## src/rtl/store_exec_unit.sv

```systemverilog
// Store execute/memory stage: computes the effective address of a decoded store and
// drives one or two word-aligned, byte-strobed write beats over a valid/ready handshake.
module store_exec_unit #(
  parameter bit ALLOW_MISALIGNED = 1'b1
) (
  input  logic        i_clk,
  input  logic        i_rst,
  input  logic        i_req_valid,
  output logic        o_req_ready,
  input  logic [31:0] i_rs1_val,
  input  logic [31:0] i_rs2_val,
  input  logic [11:0] i_imm,
  input  logic [2:0]  i_store_control,
  output logic        o_mem_valid,
  input  logic        i_mem_ready,
  output logic [31:0] o_mem_addr,
  output logic [31:0] o_mem_wdata,
  output logic [3:0]  o_mem_wstrb,
  output logic        o_store_done,
  output logic        o_store_err
);

  typedef enum logic [1:0] {StIdle, StBeat0, StBeat1} state_e;

  state_e      r_state, w_state_next;
  logic [29:0] r_word;
  logic [7:0]  r_strb;
  logic [63:0] r_data;
  logic        r_done, r_err;

  logic [31:0] w_ea;
  logic [1:0]  w_off;
  logic [3:0]  w_mask;
  logic [7:0]  w_strb8;
  logic [63:0] w_data_raw, w_data64;
  logic        w_accept, w_reject, w_done_next;

  always_comb begin
    w_ea  = i_rs1_val + {{20{i_imm[11]}}, i_imm};
    w_off = w_ea[1:0];
    case (i_store_control)
      3'd1:    w_mask = 4'h3;
      3'd2:    w_mask = 4'hF;
      default: w_mask = 4'h1;
    endcase
    w_strb8    = {4'b0000, w_mask} << w_off;
    w_data_raw = {32'h0, i_rs2_val} << {w_off, 3'b000};
    // Zero every lane whose strobe is clear so idle lanes never carry stale rs2 bytes.
    for (int i = 0; i < 8; i++) begin
      w_data64[8*i +: 8] = w_strb8[i] ? w_data_raw[8*i +: 8] : 8'h00;
    end
  end

  assign o_req_ready = (r_state == StIdle) && !i_rst;
  assign w_accept    = i_req_valid && o_req_ready;
  assign w_reject    = w_accept && (|w_strb8[7:4]) && !ALLOW_MISALIGNED;

  always_comb begin
    w_state_next = r_state;
    w_done_next  = w_reject;
    case (r_state)
      StIdle: begin
        if (w_accept && !w_reject) w_state_next = StBeat0;
      end
      StBeat0: begin
        if (i_mem_ready) begin
          if (|r_strb[7:4]) begin
            w_state_next = StBeat1;
          end else begin
            w_state_next = StIdle;
            w_done_next  = 1'b1;
          end
        end
      end
      StBeat1: begin
        if (i_mem_ready) begin
          w_state_next = StIdle;
          w_done_next  = 1'b1;
        end
      end
      default: w_state_next = StIdle;
    endcase
  end

  always_ff @(posedge i_clk) begin
    if (i_rst) begin
      r_state <= StIdle;
      r_word  <= '0;
      r_strb  <= '0;
      r_data  <= '0;
      r_done  <= 1'b0;
      r_err   <= 1'b0;
    end else begin
      r_state <= w_state_next;
      r_done  <= w_done_next;
      r_err   <= w_reject;
      if (w_accept) begin
        r_word <= w_ea[31:2];
        r_strb <= w_strb8;
        r_data <= w_data64;
      end
    end
  end

  always_comb begin
    o_mem_valid = 1'b0;
    o_mem_addr  = 32'h0;
    o_mem_wstrb = 4'h0;
    o_mem_wdata = 32'h0;
    case (r_state)
      StBeat0: begin
        o_mem_valid = 1'b1;
        o_mem_addr  = {r_word, 2'b00};
        o_mem_wstrb = r_strb[3:0];
        o_mem_wdata = r_data[31:0];
      end
      StBeat1: begin
        o_mem_valid = 1'b1;
        o_mem_addr  = {r_word + 30'd1, 2'b00};
        o_mem_wstrb = r_strb[7:4];
        o_mem_wdata = r_data[63:32];
      end
      default: ;
    endcase
  end

  assign o_store_done = r_done;
  assign o_store_err  = r_err;

endmodule

```

## config.mk

```make
export PLATFORM = sky130hd
export DESIGN_NAME = store_exec_unit
export DESIGN_NICKNAME = d
export VERILOG_FILES = /design/src/rtl/store_exec_unit.sv
export SDC_FILE = /design/constraint.sdc
export NUM_CORES = 1
export LEC_CHECK = 0
export CELL_PAD_IN_SITES_DETAIL_PLACEMENT = 2
export CELL_PAD_IN_SITES_GLOBAL_PLACEMENT = 2
export CORE_AREA = 5 5 164 166
export CTS_CLUSTER_SIZE = 14
export DETAILED_ROUTE_END_ITERATION = 10
export DIE_AREA = 0 0 169 171
export PLACE_DENSITY_LB_ADDON = 0.1
export SYNTH_ARGS = -nofsm -noshare
export SYNTH_HDL_FRONTEND = slang
export SYNTH_SLANG_ARGS = --single-unit
```

## constraint.sdc

```tcl
create_clock -name i_clk -period 2.8 [get_ports i_clk]
set_input_delay 0.42 -clock i_clk [delete_from_list [all_inputs] [get_ports i_clk]]
set_output_delay 0.42 -clock i_clk [all_outputs]
set_load 0.05 [all_outputs]
```

[Word level (Yosys, flattened, before mapping)]
Index checks and enable logic that the tools add are counted.
Storage, ports and cells
  register bits: 105
  logic and storage cells: 45
  output and inout bits: 72
Operators by class
  equal/unequal tests: 7
  shifts and indexed selects: 2
  reduce and logical (&&, ||, !) cells: 7
  multiplexer cells: 22
  add/sub/neg operators: 2
Operator list (count)
  $pmux 32 s2: 2
  $mux 8: 8
  $shl 32x5->64: 1
  $add 32x32->32: 1
  $add 30x1->30 const B: 1
  $pmux 4 s2: 2
  $mux 2: 4
  $shl 4x2->8: 1
  $ne 2x2->1 const B: 3
  $pmux 2 s3: 1
  $mux 1: 4
  $reduce_or 4->1: 1
  $eq 3x1->1 const B: 1
  $eq 3x2->1 const B: 1
  $reduce_and 3->1: 1
  $eq 2x1->1 const B: 1
  $eq 2x2->1 const B: 1
  $logic_and 1x1->1: 2
  $logic_not 2->1: 1
  $pmux 1 s2: 1
  $reduce_or 2->1: 1
  $logic_not 1->1: 1

[Longest topological paths before layout]
Gate-level depths: netlist (run 1).
  word-level depth: 5
  depth in mapped cells: 10
  gate-level depth less buffers: 10

[Worst setup path after synthesis (run 1)]
No wires, ideal clock.
  kind: flip-flop to output port
  start point: register r_state[0]
  end point: output port o_mem_addr[12]
  data required time: 2.380 ns
  slack: -0.372 ns
  stages on the path, launching flop included: 7
  buffers on the path: 2
  arrival: 2.752 ns
  cell sequence: dfxtp_1 inv_1 ha_1 clkbuf_1 inv_2 clkbuf_1 a311oi_1
Between the ends
  longest elaborated chain between the ends: 2
Ends and longest elaborated chain
  start, declared: RTL line 25  | state_e r_state, w_state_next;
  start signal, assigned: RTL line 87  | r_state <= StIdle;
  start signal, assigned: RTL line 94  | r_state <= w_state_next;
  $eq 2x2->1 or $eq 2x1->1 (tied branches): RTL line 110  | case (r_state)
  $pmux 32 s2 (*): RTL line 110
  end, declared: RTL line 16  | output logic [31:0] o_mem_addr,
Every way passes the cells marked *; elsewhere a longest branch is shown, timed or not.

[Worst setup path in the final report (run 1)]
  start point: register r_word[1]
  end point: output port o_mem_addr[18]
Between the ends
  longest elaborated chain between the ends: 2
Ends and longest elaborated chain
  start, declared: RTL line 26  | logic [29:0] r_word;
  start signal, assigned: RTL line 98  | r_word <= w_ea[31:2];
  $add 30x1->30: RTL line 119  | o_mem_addr = {r_word + 30'd1, 2'b00};
  $pmux 32 s2: RTL line 110
No other way between the ends.

==> impl_metrics.tcl, run 1 <==
set metrics [dict create \
    gp_congestion 0.912 \
    numPortBuffers 151 \
    slowest_stage "dfxtp_2" \
    area_growth_pct 58.7 \
    tns_ns -0.0132 \
    yosysUniqueCellTypes 70 \
    route.vias.total 8454 \
    grt_max_degree 85 \
    dieArea_um2 28900 \
    drt-pass1-iter-count 4 \
    cp-end-kind "output pin" \
    worst-path-max-fanout 5 \
    viasPerCell 5.39 \
    synth_area_per_cell_um2 7.44 \
    clkSinkCount 96 \
    die_width_um 169 \
    p_leak_nw 4.36 \
    diodes 0 \
    std_cell_rows 59 \
    hold_buffers 0 \
    synthCells 962 \
    wire_per_inst_um 21.1 \
    async_flop_share_pct 0 \
    first_global_vias 9172 \
    clk_pin_slew_ns 0.07 \
    ys_ff_latch 96 \
    final_nets 1347 \
    setup-violations-final 1 \
    ioPinCount 155 \
    fmax_mhz 355 \
    crit_chain "ha_4 -> nand4_1 -> nor2_2 -> nand2_2 -> or3_4 -> or3_4 -> a21oi_4 -> buf_12" \
    cts_tree "done" \
    die_h_um 171 \
    crit_family "simple AND/OR/NAND/NOR gates" \
    syn_area_um2 7160 \
    drive_above_1_share_pct 27.7 \
    layoutNonFillerInstCount 1568 \
    synth-edff-count 0 \
    maxCapViolCount 0 \
    setup_ws_ns -0.0132 \
    cts_buffer_depth 2 \
    tightest_slew_ns 0.952 \
    dp_hpwl_mm 25.9 \
    period_minus_slack_ns 2.81 \
    cts_root_buf "clkbuf_16" \
    finalCritPeriodShare_pct 100 \
    dpl.cell_count 1542 \
    regArea_um2 1940 \
    reg2reg_slack_ns 0.60 \
    failed_checks "negative setup slack" \
    grt_usage_pct 22.2 \
    htree_levels 3 \
    antenna_left 0 \
    power-per-cell-area_nw_per_um2 400 \
    route.detailed.drc 0 \
    synth_ff_type "dfxtp_1" \
    grt_setup_unrepaired "true" \
    drt_wl_total_mm 33.0 \
    outcome "finished with violations" \
    drt_iter0_markers 414 \
    crit_path_start_kind "register" \
    peakVddDrop_mv 0.285 \
    antenna_found_initial 1 \
    holdWs_ns 0.459 \
    initial_core_util_pct 28.1 \
    crit_arrival_ns 2.39 \
    crit_top_cell "or3_4" \
    yosysWarningCount 0 \
    grt_pass1_wl_mm 51.5 \
    path_buf_inv 1 \
    multiInputGateArea_um2 5050 \
    power_mw 4.55 \
    nFillCells 2844 \
    hold_path.class "register to register" \
    cpPeakStageDelay_ns 0.37 \
    worstSkewPairLatency_ns 0.36 \
    grt_overflow 0 \
    maxSlewViolCount 0 \
    worstPathRequired_ns 2.38 \
    cts_made_buffers 9 \
    relSlewSlack_pct 36.5 \
    crit_type "register to output pin" \
    synth-seq-area-share_pct 26.8 \
    fin_skew_ns 0.0141 \
    finalHoldViolCount 0 \
    coreArea_um2 25500 \
]
## kinds of logic after synthesis
family | share of synthesized area, %
AND/OR/NAND/NOR | 25.1
AO/OA/AOI/OAI | 28.2
flip-flops | 26.8
buffers and inverters | 5.07
adder cells (fa/ha/maj) | 6.40
multiplexers | 5.31
XOR/XNOR | 3.06
other | 0.0524
## flip-flops by register name (all words and copies together), names as in the netlist
register and cells:
o_store_done 1, r_state 2, r_strb 7, r_data 56, r_word 30
## where the power goes
group | switching [mW] | internal (mW) | leakage [nW]
combinational | 0.937 | 0.766 | 3.43
sequential | 0.0870 | 1.45 | 0.784
clock | 0.606 | 0.706 | 0.144
## worst paths after layout
check | start | depth (start not counted) | endpoint
hold / removal | r_data[5] | 2 | r_data[5]
setup / recovery | r_word[1] | 8 | o_mem_addr[18]
hold reg to reg | r_data[5] | 2 | r_data[5]
setup reg to reg | r_state[1] | 9 | r_data[27]
## routing by layer
metal | vias up | global-route usage, % | part of all wire (%)
li1 | 4042 | - | -
met1 | 4229 | 29.0 | 46
met2 | 155 | 39.7 | 50
met3 | 26 | 2.36 | 3.1
met4 | 2 | 5.01 | 1.4
met5 | - | 0 | 0.039
## layout make-up
type                    count  share of cell area, %
flip-flops and latches     96                   17.1
well taps                 335                   3.69
repair buffers            326                   31.5
clock inverters             6                  0.639
clock buffers              10                   2.02
inverters                  18                  0.628
multi-input cells         777                   44.4
## cell usage in the layout (no fill, tap or decap), types with 7 or more instances in the layout
cell / synthesis / layout
buf_4: 3 / 167
nor2_1: 139 / 136
dfxtp_1: 96 / 88
a21oi_1: 86 / 83
clkdlybuf4s50_1: 0 / 83
buf_12: 0 / 74
nand2_1: 76 / 73
a22oi_1: 68 / 68
o21ai_0: 63 / 58
nand3_1: 36 / 33
ha_1: 35 / 32
mux2_2: 24 / 24
nand3b_1: 21 / 21
o21ai_1: 16 / 19
and3_1: 19 / 18
inv_1: 17 / 16
nand4_1: 16 / 16
nor3_1: 16 / 15
xnor2_1: 14 / 14
xor2_1: 11 / 11
mux2i_1: 11 / 11
nor3b_1: 10 / 9
clkbuf_16: 0 / 9
a21o_1: 8 / 8
a22o_1: 8 / 8
nand2b_1: 7 / 7
## cells in the mapped netlist, types with 17 or more instances
library cell	instances	share of area [%]
ha_1	35	6.1
a21oi_1	86	6.0
and3_1	19	1.7
clkbuf_1	57	3.0
o21ai_0	63	4.4
a22oi_1	68	7.1
nor2_1	139	7.3
nand3_1	36	2.5
nand3b_1	21	2.2
inv_1	17	0.89
mux2_2	24	3.8
nand2_1	76	4.0
dfxtp_1	96	27
## worst min-delay path: stages, from the launching register on
cell and delay [ns]:
dfxtp_1 0.31, nand2_1 0.05, a21oi_1 0.05
## through the flow
step           area, µm²  util [%]  worst slack (ns)
2_1_floorplan       7170         -            -0.372
3_3_place_gp       10800      42.5            -0.286
3_5_place_dp       10800      42.5            -0.344
4_1_cts            11200      44.0           0.00662
5_1_grt            11400      44.6           -0.0977
6_report           11400      44.6           -0.0132
## what timing repair did
item | 4_1_cts | 5_1_grt
endpoints found under the setup margin | 16 | 25
buffers inserted | 4 | 6
pin swaps | 5 | 14
resized for setup | 16 | 27
Power figures use the tool's default switching activity.
==> inputs of run 2 (changes only) <==
Settings changed: ABC_CLOCK_PERIOD_IN_PS set to 2500, CORE_AREA 5 5 164 166 to 2 2 169 171, DIE_AREA 0 0 169 171 to 0 0 171 173.
Clock period 2.8 ns to 2.5 ns, I/O delays scaled along.
==> impl_metrics.tcl, run 2 (synthesized netlist as in run 1, its figures left out) <==
set metrics [dict create \
    top_register "r_data" \
    p_leak_nw 4.65 \
    drt_wl_total_mm 34.5 \
    crit_chain "nand4_1 -> nor4_4 -> nand4_1 -> buf_4 -> or3_4 -> a21oi_4 -> buf_12" \
    clk_pin_slew_ns 0.08 \
    dp_hpwl_mm 25.5 \
    std_cell_rows 61 \
    dpl.cell_count 1594 \
    worstPathRequired_ns 2.12 \
    drt_iter0_markers 414 \
    nFillCells 3043 \
    antenna_left 0 \
    final_nets 1368 \
    finalCritPeriodShare_pct 109 \
    cpPeakStageDelay_ns 0.38 \
    grt_max_degree 74 \
    hold_path.class "primary input to register" \
    route.detailed.drc 0 \
    power-per-cell-area_nw_per_um2 432 \
    crit_top_cell "nand4_1" \
    crit_type "register to output pin" \
    largest_reg_flops 56 \
    peakVddDrop_mv 0.369 \
    area_growth_pct 70.2 \
    holdWs_ns 0.423 \
    layoutNonFillerInstCount 1632 \
    coreArea_um2 27600 \
    fin_area_um2 12200 \
    power_mw 5.27 \
    wl_met1_mm 16.4 \
    dieArea_um2 29600 \
    multiInputGateArea_um2 5600 \
    crit_path_start_kind "register" \
    wl_met2_mm 16.9 \
    ioPinCount 155 \
    outcome "finished with violations" \
    grt_setup_unrepaired "true" \
    first_global_vias 9203 \
    setup-violations-final 16 \
    grt_pass1_wl_mm 52.9 \
    failed_checks "negative setup slack" \
    cts_root_buf "clkbuf_16" \
    crit_arrival_ns 2.34 \
    die_width_um 171 \
    dr_wl_met3_um 809 \
    cts_tree "done" \
    cts_made_buffers 9 \
    final_cell_mix "179 x buf_4, 133 x nor2_1, 80 x dfxtp_1" \
    largestRegisters "r_data x56, r_word x30, r_strb x7" \
    fmax_mhz 368 \
    setup_ws_ns -0.220 \
    drive_above_1_share_pct 35.0 \
    route.vias.total 8579 \
    fin_skew_ns 0.0130 \
    numPortBuffers 151 \
    worst-path-max-fanout 3 \
    top_layer "met4" \
    finalHoldViolCount 0 \
    r2r-end "r_data[53]" \
    final_common_cell "buf_4" \
    diodes 0 \
    placed_area_um2 11100 \
    maxSlewViolCount 0 \
    period_minus_slack_ns 2.72 \
    ff2ff_path_depth 9 \
    hold_depth 3 \
    wire_per_inst_um 21.1 \
    gp_congestion 0.775 \
    relSlewSlack_pct 44.7 \
    slowest_stage "nor4_4" \
    grt_overflow 0 \
    setup.worst_path.end "o_mem_addr[26]" \
    regArea_um2 1940 \
    cp-end-kind "output pin" \
    cts_buffer_depth 2 \
    tightest_slew_ns 0.829 \
    die_h_um 173 \
    htree_levels 3 \
    hold_buffers 0 \
    crit_path_start "r_word[19]" \
    reg2reg_slack_ns 0.28 \
    maxCapViolCount 0 \
    drt-pass1-iter-count 4 \
    initial_core_util_pct 25.9 \
    viasPerCell 5.26 \
    rr_startpoint "r_state[1]" \
    clkSinkCount 96 \
    antenna_found_initial 0 \
    grt_usage_pct 22.6 \
    worstSkewPairLatency_ns 0.36 \
]
run 2: changes by cell type in the layout (fill, tap and decap cells not counted), sizes merged:
cell           change
buf               +20
clkinvlp           -2
bufinv             -1
clkinv             +3
clkdlybuf4s50     -11
dlymetal6s2s       +7
clkbuf             +2
dlygate4sd2        +3
run 2: worst min-delay path by stage:
stage              start    endpoint  slack (ns)
5_1_grt            i_rst  r_state[1]        0.44
6_report           i_rst  r_state[1]        0.42
2_1_floorplan  r_data[0]   r_data[0]        0.43
3_5_place_dp   r_data[1]   r_data[1]        0.45
4_1_cts            i_rst  r_state[1]        0.43
3_3_place_gp   r_data[5]   r_data[5]        0.44
run 2: critical path: cells and delay by family (launching register included):
kind	cells	cell delay [ns]
and+or+nand+nor	4	1.09
DFF	1	0.36
buffers and inverters	2	0.34
AOI/OAI and AO/OA	1	0.20
run 2: report_power, final:
part / internal (mW) / switching [mW] / total (mW)
sequential: 1.62 / 0.0935 / 1.72
clock: 0.719 / 0.713 / 1.43
combinational: 0.953 / 1.16 / 2.12
run 2: timing repair:
| action | 4_1_cts | 5_1_grt |
|---|---|---|
| setup buffers | 8 | 14 |
| endpoints found under the setup margin | 71 | 43 |
| resized for setup | 78 | 63 |
| pin swaps | 40 | 45 |
run 2: layout make-up:
class                      count  area share [%]
tap                          378            3.88
clock inverter                 6           0.421
timing repair buffer         347            31.3
clock buffer                  10            1.96
multi-input combinational    777            45.9
inverter                      18           0.595
sequential                    96            15.9
run 2: through the flow:
stage               utilization (%)  worst slack, ns  setup TNS [ns]
floorplan                         -           -0.193          -0.754
global placement               40.2           -0.569          -16.78
detailed placement             40.2           -0.659          -21.59
CTS                            42.6           -0.178           -1.24
global route                   44.1           -0.310           -3.99
finish                         44.1           -0.220           -1.62
run 2: per-layer routing:
metal,up-vias,global-route usage [%]
met5,-,0
met4,0,4.48
met3,20,1.74
met2,152,38.0
met1,4328,31.6
li1,4079,-
